**config.mk**
```make
export PLATFORM = sky130hd
export DESIGN_NAME = wb_master_arbiter
export DESIGN_NICKNAME = d
export VERILOG_FILES = /design/src/rtl/wb_master_arbiter.sv
export SDC_FILE = /design/constraint.sdc
export NUM_CORES = 1
export LEC_CHECK = 0
export ABC_CLOCK_PERIOD_IN_PS = 2100
export CAP_MARGIN = 30
export CORE_AREA = 2 2 166 168
export CTS_BUF_LIST = sky130_fd_sc_hd__clkbuf_8 sky130_fd_sc_hd__clkbuf_16
export DETAILED_ROUTE_END_ITERATION = 10
export DIE_AREA = 0 0 168 170
export PLACE_DENSITY_LB_ADDON = 0.05
export SYNTH_ARGS = -nofsm -noshare
export SYNTH_HDL_FRONTEND = slang
export SYNTH_SLANG_ARGS = --single-unit
```
**constraint.sdc**
```tcl
create_clock -name wb_clk -period 2.1 [get_ports wb_clk]
set_clock_uncertainty 0.05 [all_clocks]
set_input_delay 0.21 -clock wb_clk [delete_from_list [all_inputs] [get_ports wb_clk]]
set_output_delay 0.21 -clock wb_clk [all_outputs]
set_load 0.02 [all_outputs]
```
**src/rtl/wb_master_arbiter.sv**
```systemverilog
// Round-robin arbiter multiplexing up to eight requesters onto one Wishbone master command port.
// Optional handshake watchdog: define ARB_TIMEOUT_EN to build the abort counter and err pulses.
module wb_master_arbiter #(
  parameter int NREQ    = 4,
  parameter int dw      = 32,
  parameter int aw      = 32,
  parameter int TIMEOUT = 255
) (
  input  logic               wb_clk,
  input  logic               wb_rst_n,
  input  logic [NREQ-1:0]    req,
  input  logic [NREQ*aw-1:0] req_address,
  input  logic [NREQ*4-1:0]  req_selection,
  input  logic [NREQ-1:0]    req_write,
  input  logic [NREQ*dw-1:0] req_data_wr,
  output logic [NREQ-1:0]    done,
  output logic [NREQ-1:0]    err,
  output logic [dw-1:0]      rd_data,
  output logic [NREQ-1:0]    grant,
  output logic [aw-1:0]      address,
  output logic [3:0]         selection,
  output logic               write,
  output logic [dw-1:0]      data_wr,
  output logic               start,
  input  logic [dw-1:0]      data_rd,
  input  logic               active
);

  localparam int LW = (NREQ > 1) ? $clog2(NREQ) : 1;

  if (NREQ < 2 || NREQ > 8 || TIMEOUT < 1 || TIMEOUT > 65535) begin : g_bad_param
    $error("wb_master_arbiter: NREQ must be 2..8 and TIMEOUT 1..65535");
  end

  typedef enum logic [1:0] {
    S_IDLE  = 2'd0,
    S_ISSUE = 2'd1,
    S_WAIT  = 2'd2,
    S_DONE  = 2'd3
  } state_t;

  // Returns {found, index}: first set request after 'last', wrapping modulo NREQ.
  function automatic logic [LW:0] rr_pick(input logic [NREQ-1:0] r, input logic [LW-1:0] last);
    logic [LW:0] res;
    int          idx;
    res = '0;
    for (int i = 1; i <= NREQ; i++) begin
      idx = (int'(last) + i) % NREQ;
      if (!res[LW] && r[idx[LW-1:0]]) begin
        res = {1'b1, idx[LW-1:0]};
      end
    end
    return res;
  endfunction

  state_t          state_q, state_d;
  logic [NREQ-1:0] grant_q, grant_d;
  logic [LW-1:0]   sel_q, sel_d;
  logic [LW-1:0]   last_q, last_d;
  logic [aw-1:0]   address_q, address_d;
  logic [3:0]      selection_q, selection_d;
  logic            write_q, write_d;
  logic [dw-1:0]   data_wr_q, data_wr_d;
  logic            start_q, start_d;
  logic [NREQ-1:0] done_q, done_d;
  logic [dw-1:0]   rd_data_q, rd_data_d;
  logic [LW:0]     pick;
  int              pi;

`ifdef ARB_TIMEOUT_EN
  logic [15:0]     tmo_q, tmo_d;
  logic [NREQ-1:0] err_q, err_d;
  logic            tmo_hit;
`endif

  // Next-state and output computation for the grant/handshake sequencer.
  always_comb begin
    state_d     = state_q;
    grant_d     = grant_q;
    sel_d       = sel_q;
    last_d      = last_q;
    address_d   = address_q;
    selection_d = selection_q;
    write_d     = write_q;
    data_wr_d   = data_wr_q;
    start_d     = start_q;
    done_d      = '0;
    rd_data_d   = rd_data_q;
    pick        = rr_pick(req, last_q);
    pi          = int'(pick[LW-1:0]);
    case (state_q)
      S_IDLE: begin
        if (pick[LW]) begin
          state_d     = S_ISSUE;
          grant_d     = {{(NREQ-1){1'b0}}, 1'b1} << pick[LW-1:0];
          sel_d       = pick[LW-1:0];
          address_d   = req_address[pi*aw +: aw];
          selection_d = req_selection[pi*4 +: 4];
          write_d     = req_write[pi];
          data_wr_d   = req_data_wr[pi*dw +: dw];
          start_d     = 1'b1;
        end else begin
          state_d = S_IDLE;
        end
      end
      S_ISSUE: begin
        if (active) begin
          start_d = 1'b0;
          state_d = S_WAIT;
        end else begin
          start_d = 1'b1;
        end
      end
      S_WAIT: begin
        if (!active) begin
          rd_data_d = write_q ? '0 : data_rd;
          done_d    = grant_q;
          state_d   = S_DONE;
        end else begin
          state_d = S_WAIT;
        end
      end
      S_DONE: begin
        last_d      = sel_q;
        grant_d     = '0;
        address_d   = '0;
        selection_d = 4'h0;
        write_d     = 1'b0;
        data_wr_d   = '0;
        start_d     = 1'b0;
        rd_data_d   = '0;
        state_d     = S_IDLE;
      end
      default: begin
        grant_d = '0;
        start_d = 1'b0;
        state_d = S_IDLE;
      end
    endcase
`ifdef ARB_TIMEOUT_EN
    // Watchdog abort overrides a normal completion landing on the same cycle.
    err_d   = '0;
    tmo_hit = ((state_q == S_ISSUE) || (state_q == S_WAIT)) && ((tmo_q + 16'd1) == 16'(TIMEOUT));
    if (tmo_hit) begin
      start_d   = 1'b0;
      done_d    = grant_q;
      err_d     = grant_q;
      rd_data_d = '0;
      state_d   = S_DONE;
    end else begin
      err_d = '0;
    end
    if (state_d != state_q) begin
      tmo_d = 16'd0;
    end else if ((state_q == S_ISSUE) || (state_q == S_WAIT)) begin
      tmo_d = tmo_q + 16'd1;
    end else begin
      tmo_d = 16'd0;
    end
`endif
  end

  // State and registered-output flops.
  always_ff @(posedge wb_clk or negedge wb_rst_n) begin
    if (!wb_rst_n) begin
      state_q     <= S_IDLE;
      grant_q     <= '0;
      sel_q       <= '0;
      last_q      <= LW'(NREQ - 1);
      address_q   <= '0;
      selection_q <= 4'h0;
      write_q     <= 1'b0;
      data_wr_q   <= '0;
      start_q     <= 1'b0;
      done_q      <= '0;
      rd_data_q   <= '0;
`ifdef ARB_TIMEOUT_EN
      tmo_q       <= 16'd0;
      err_q       <= '0;
`endif
    end else begin
      state_q     <= state_d;
      grant_q     <= grant_d;
      sel_q       <= sel_d;
      last_q      <= last_d;
      address_q   <= address_d;
      selection_q <= selection_d;
      write_q     <= write_d;
      data_wr_q   <= data_wr_d;
      start_q     <= start_d;
      done_q      <= done_d;
      rd_data_q   <= rd_data_d;
`ifdef ARB_TIMEOUT_EN
      tmo_q       <= tmo_d;
      err_q       <= err_d;
`endif
    end
  end

  assign grant     = grant_q;
  assign address   = address_q;
  assign selection = selection_q;
  assign write     = write_q;
  assign data_wr   = data_wr_q;
  assign start     = start_q;
  assign done      = done_q;
  assign rd_data   = rd_data_q;
`ifdef ARB_TIMEOUT_EN
  assign err       = err_q;
`else
  assign err       = '0;
`endif

endmodule
```
==> results of run 1 <==
[state kept, by name, indices dropped and copies added (netlist names), 2 cells and up]
| name | flops |
|---|---|
| sel_q | 2 |
| rd_data | 32 |
| done | 4 |
| grant | 4 |
| data_wr | 32 |
| address | 32 |
| last_q | 2 |
| state_q | 2 |
| selection | 4 |
[repair_timing]
item                                   CTS  global route
gates cloned                             1             1
pin swaps                                1             1
setup endpoints to repair               50            22
resized for setup                        2            18
hold buffers                             1             0
endpoints found under the hold margin   42             0
setup buffers                            0             4
[critical path, stage by stage (launching register included)]
cell and delay, ns:
dfstp_2 0.53, buf_4 0.17, nor2b_1 0.06, buf_4 0.15, buf_4 0.13, o21ai_4 0.16
buf_4 0.16, clkbuf_16 0.18, a32o_1 0.19, a211oi_2 0.04, o21ai_1 0.12
[cells in the mapped netlist, drive strengths merged]
cell and number:
a21o 2, o21bai 2, o21ai 108, inv 3
a22o 6, conb 1, nor4 1, nand2 72
a21oi 76, nor3 1, a22oi 1, dfstp 2
o21a 1, buf 23, nor2b 2, and3b 1
a32o 70, o221ai 1, clkbuf 70, ha 5
dfrtp 114, nor3b 1, a211oi 69, and2 4
or3 1, nor2 5, a311o 1, o22ai 1
mux2 3, nand2b 4, and3 138, a21boi 1
[per-stage QoR]
step | worst slack (ns) | utilization [%] | setup TNS, ns | cells | power, uW
2_1_floorplan | 0.2320 | - | 0 | 793 | 8192
3_3_place_gp | -0.2738 | 44.77 | -13.36 | 1524 | 12580
3_5_place_dp | -0.3834 | 44.77 | -18.66 | 1524 | 12660
4_1_cts | 0.01682 | 47.13 | 0 | 1558 | 15770
5_1_grt | 0.001040 | 47.67 | 0 | 1564 | 16790
6_report | 0.07427 | 47.67 | 0 | 1564 | 15730
[placed cells by master (no fill, tap or decap), types with 2 or more instances in the layout]
cell type	instances
nand2_1	71
a22o_1	6
buf_4	47
and2_1	4
clkbuf_16	18
a21oi_1	75
dfstp_2	2
buf_6	2
a32o_1	69
a21o_1	2
bufinv_16	2
and3_1	138
inv_1	3
nand2b_1	3
inv_6	3
clkinv_2	2
clkbuf_8	2
nor2b_1	2
conb_1	4
a211oi_2	18
ha_1	4
mux2_2	3
nor2_1	3
o21ai_0	38
clkinv_4	5
clkdlybuf4s50_1	422
o21ai_1	69
o21bai_1	2
a211oi_1	51
buf_12	15
dfrtp_1	114
[per-layer routing]
layer | GRT usage, % | share of wire [%] | vias to the layer above
met5 | 0 | 0 | -
met3 | 4.860 | 6.4 | 34
met1 | 27.96 | 42 | 3883
li1 | - | - | 3851
met2 | 38.63 | 50 | 319
met4 | 6.805 | 1.9 | 0
[worst paths after layout]
path                            start           to  slack [ns]
setup / recovery            last_q[0]  address[27]        0.07
hold / removal               wb_rst_n   rd_data[3]        0.24
setup reg to reg            last_q[0]  address[27]        0.07
hold reg to reg            rd_data[3]   rd_data[3]        0.43
max in group asynchronous    wb_rst_n  rd_data[21]        1.10
min in group wb_clk        data_rd[8]   rd_data[8]        0.28
[area by class of cell]
type	count	area, um^2	area share, %
clock inverter	13	147.6	1.162
tap	341	426.7	3.358
sequential	116	2905	22.87
timing repair buffer	489	4940	38.88
multi-input combinational	582	3819	30.06
inverter	3	11.26	0.08863
antenna	1	2.502	0.01970
clock buffer	19	452.9	3.565
[kinds of logic after synthesis]
family	Yosys count
AOI/OAI and AO/OA	339
adders and majority gates	5
buffers and inverters	96
DFF	116
muxes	3
other	1
and+or+nand+nor	230
[power breakdown]
group	internal (uW)	switching [uW]	total, uW
clock network	1830	1190	3020
logic	4100	4970	9070
registers	3120	531	3650
total	9050	6690	15700
==> metrics.md, run 1 <==
| Metric | Value |
|---|---|
| Vias in the first global route | `8,078` |
| Synthesis-to-layout area growth | `81.61%` |
| Routability Congestion | `0.7881` |
| Die Ht | `170 um` |
| Synthesized area per cell | `8.855 um^2` |
| Final setup violation count | `0` |
| Critical path class | `register to register` |
| DIE AREA | `0.02856 mm^2` |
| Post-synthesis mux area share | `0.4829%` |
| TritonCTS clock tree | `done` |
| Ranking of synthesized cells by area | `dfrtp_1 (41%), and3_1 (12%), a32o_1 (10%), a211oi_1 (7.3%), a21oi_1 (5.4%)` |
| Critical Path Fanout Max | `16` |
| Fin area | `0.01270 mm^2` |
| Crit. End Element | `register` |
| Clk buf depth | `2` |
| Status | `finished, final reports clean` |
| Worst-Skew Late Latency | `0.42 ns` |
| IO Port Bufs | `424` |
| Complex-gate fraction of the synthesized area | `32.52%` |
| Via density | `5.171` |
| Main combinational cell family by area after synthesis | `compound AO/OA/AOI/OAI gates` |
| First-pass GRT wire length | `49.04 mm` |
| Simple-Gate Fraction of Synth Area | `18.06%` |
| Initial core utilization | `26.25%` |
| Yosys top cell by area | `dfrtp_1` |
| Die X | `168 um` |
| Crit path DAT | `2.32 ns` |
| Area share of the largest cell type after synthesis | `40.78%` |
| Sink Count | `116` |
| Number of synthesis warnings | `0` |
| Xor-xnor portion of the synthesized cell area | `0%` |
| Iter 0 DRT Violations | `486` |
| Dpl hpwl | `23.60 mm` |
| Worst hold margin | `0.2435 ns` |
| Worst R2R Path Depth | `10` |
| Clk slew on worst S/H paths | `0.06 ns` |
| Final Cycle Share | `96.46%` |
| Layout cells sized above 1 | `11.05%` |
| Slew HR | `46.47%` |
| Num CTS Buffers | `17` |
| Yosys reg bits | `116` |
| Req. time, crit path | `2.39 ns` |
| Tmin final | `2.026 ns` |
| Initial antenna violation count | `2` |
| Root Buffer | `clkbuf_16` |
| DRC Markers | `0` |
| Maximum vdd drop | `0.0006927 V` |
| Filler cells | `2,588` |
| DRT Pass-1 Iters | `5` |
| Max_cap viols | `0` |
| Placed Area | `0.01193 mm^2` |
| Post-synthesis adder-cell area fraction | `0.8943%` |
| Worst Tran Pin Value | `0.7983 ns` |
| Cell area after synthesis | `0.006995 mm^2` |
| Vias | `8,087` |
| Global Route Usage Sum | `22.36%` |
| RSZ-0062 raised after global routing | `false` |
| Max frequency | `0.4936 GHz` |
| Max H-tree Level | `4` |
| Hold WC Path Type | `input port to asynchronous set/reset pin` |
| Core region area | `0.02665 mm^2` |
| Register area share after synthesis | `41.53%` |
| # IOs | `429` |
| Cell count after synthesis | `790` |
| Critical Path Start Type | `register` |
| Leakage | `0.005472 uW` |
| Unique masters post-synth | `38` |
| Pin count of the biggest net entering global routing | `65` |
| Power Dens Cells | `1238 mW/mm^2` |
| Post-layout net count | `1,529` |
| Num rows | `60` |
| Remaining Overflow, GRT | `0` |
| Drt total wl | `33.22 mm` |
| Slew Viols, Final | `0` |
| Hold Fails Final Rpt | `0` |
| DR WL/cell | `21.24 um` |
| Post-route ant nets | `0` |
No activity file was read; power rests on OpenSTA's default activity.
==> inputs of run 2 (changes only) <==
--- a/constraint.sdc
+++ b/constraint.sdc
@@ -3,3 +3,3 @@
 set_input_delay 0.21 -clock wb_clk [delete_from_list [all_inputs] [get_ports wb_clk]]
 set_output_delay 0.21 -clock wb_clk [all_outputs]
-set_load 0.02 [all_outputs]
+set_load 0.01 [all_outputs]
==> run 2 against run 1 <==
Clock-buffer cell count is 1 lower. Critical path depth shrank 3. Sequential power about the same. Wire length fell by 1.3%. Cell count is 0.13% lower. Hold slack improved by 0.0040 ns. First-iteration DRC count fell by 8.6%. Via count fell by 0.58%. Largest power group unchanged. Maximum frequency is 0.39% lower. Highest routed layer unchanged.
==> metrics.md, run 2 (synthesized netlist as in run 1, its figures left out) <==
| Metric | Value |
|---|---|
| Layout cells sized above 1 | `10.17%` |
| Critical path class | `register to register` |
| Via density | `5.147` |
| Worst-Skew Late Latency | `0.41 ns` |
| First-pass GRT wire length | `48.05 mm` |
| Critical Path Start Type | `register` |
| Power Dens Cells | `1185 mW/mm^2` |
| Sink Count | `116` |
| IO Port Bufs | `424` |
| RSZ-0062 raised after global routing | `false` |
| Post-Layout Cell Count | `1,562` |
| Slew HR | `44.73%` |
| TritonCTS clock tree | `done` |
| Drt total wl | `32.77 mm` |
| DRT Pass-1 Iters | `4` |
| Max_cap viols | `0` |
| Post-layout net count | `1,526` |
| # IOs | `429` |
| Req. time, crit path | `2.35 ns` |
| Maximum vdd drop | `0.0007548 V` |
| Commonest non-fill, non-tap cells in the layout | `clkdlybuf4s50_1 (422), and3_1 (138), dfrtp_1 (114)` |
| DP Cell Count | `1,523` |
| Synthesis-to-layout area growth | `80.56%` |
| DR WL/cell | `20.98 um` |
| Dpl hpwl | `23.44 mm` |
| Initial antenna violation count | `1` |
| Die X | `168 um` |
| Slew Viols, Final | `0` |
| Die Ht | `170 um` |
| Initial core utilization | `26.25%` |
| Root Buffer | `clkbuf_16` |
| Status | `finished, final reports clean` |
| Commonest non-fill, non-tap cell in the layout | `clkdlybuf4s50_1` |
| Worst hold margin | `0.2475 ns` |
| Worst Tran Pin Value | `0.8242 ns` |
| Util after Layout | `47.39%` |
| DIE AREA | `0.02856 mm^2` |
| Clk buf depth | `2` |
| Place WS | `-0.3633 ns` |
| Vias in the first global route | `7,904` |
| Num rows | `60` |
| Max frequency | `0.4917 GHz` |
| Core region area | `0.02665 mm^2` |
| Final setup margin | `0.06631 ns` |
| Final setup violation count | `0` |
| Setup TNS | `0 ns` |
| DRC Markers | `0` |
| Crit. End Element | `register` |
| Pin count of the biggest net entering global routing | `65` |
| Remaining Overflow, GRT | `0` |
| Clk slew on worst S/H paths | `0.07 ns` |
| Critical Path Fanout Max | `29` |
| Leakage | `0.005446 uW` |
| Crit path DAT | `2.28 ns` |
| Iter 0 DRT Violations | `444` |
| Post-route ant nets | `0` |
| Final Cycle Share | `96.84%` |
| Max H-tree Level | `4` |
| Tmin final | `2.034 ns` |
| Hold WC Path Type | `input port to asynchronous set/reset pin` |
| Vias | `8,040` |
| Global Route Usage Sum | `22.02%` |
| Hold Fails Final Rpt | `0` |
| Routability Congestion | `0.7860` |
| Num CTS Buffers | `17` |
[run 2: metrics by stage]
step,instance area [um^2],power (uW)
final,12630,14970
after global routing,12630,16020
after CTS,12580,15120
after detailed placement,11930,12040
after global placement,11930,11980
after floorplan,7007,7613
[run 2: worst paths after layout]
check / startpoint / end / slack [ns] / depth (start not counted)
worst min-delay path: wb_rst_n / rd_data[3] / 0.25 / 2
worst max-delay path: last_q[1] / data_wr[13] / 0.07 / 7
min in group wb_clk: data_rd[8] / rd_data[8] / 0.29 / 3
worst min register to register: rd_data[23] / rd_data[23] / 0.43 / 2
worst max register to register: last_q[1] / data_wr[13] / 0.07 / 7
max in group asynchronous: wb_rst_n / data_wr[7] / 1.10 / 3
[run 2: final cells by class]
class                   count  area, um^2
diodes                      2       5.005
clock buffers              18       439.2
clock inverters            14       152.6
fillers                  2602       14020
inverters                   3       11.26
multi-input cells         582        3775
flip-flops and latches    116        2905
well taps                 341       426.7
repair buffers            486        4916
[run 2: power breakdown]
group / internal [uW] / switching [uW] / total [uW]
Clock: 1790 / 1180 / 2970
Sequential: 3120 / 534 / 3650
Combinational: 4040 / 4300 / 8350
[run 2: timing repair]
action                                 CTS  global route
hold buffers                             1             0
pin swaps                                1             1
gates resized for setup                  2            11
gates cloned                             1             0
setup endpoints to repair               57            16
buffers inserted                         3             0
endpoints found under the hold margin   42             0
[run 2: layer usage]
layer  track usage (%)  routed length (um)
met5                 0                   0
met4             7.297                 842
met3             5.070                2122
met2             37.42               15880
met1             27.62               13930
[run 2: critical path, cell delays in order, from the launching register on]
cell and delay, ns:
dfstp_2 0.52, nand2b_2 0.21, buf_4 0.14, a21oi_1 0.05, o21a_2 0.23, buf_4 0.27, a211oi_1 0.34, o21ai_1 0.09
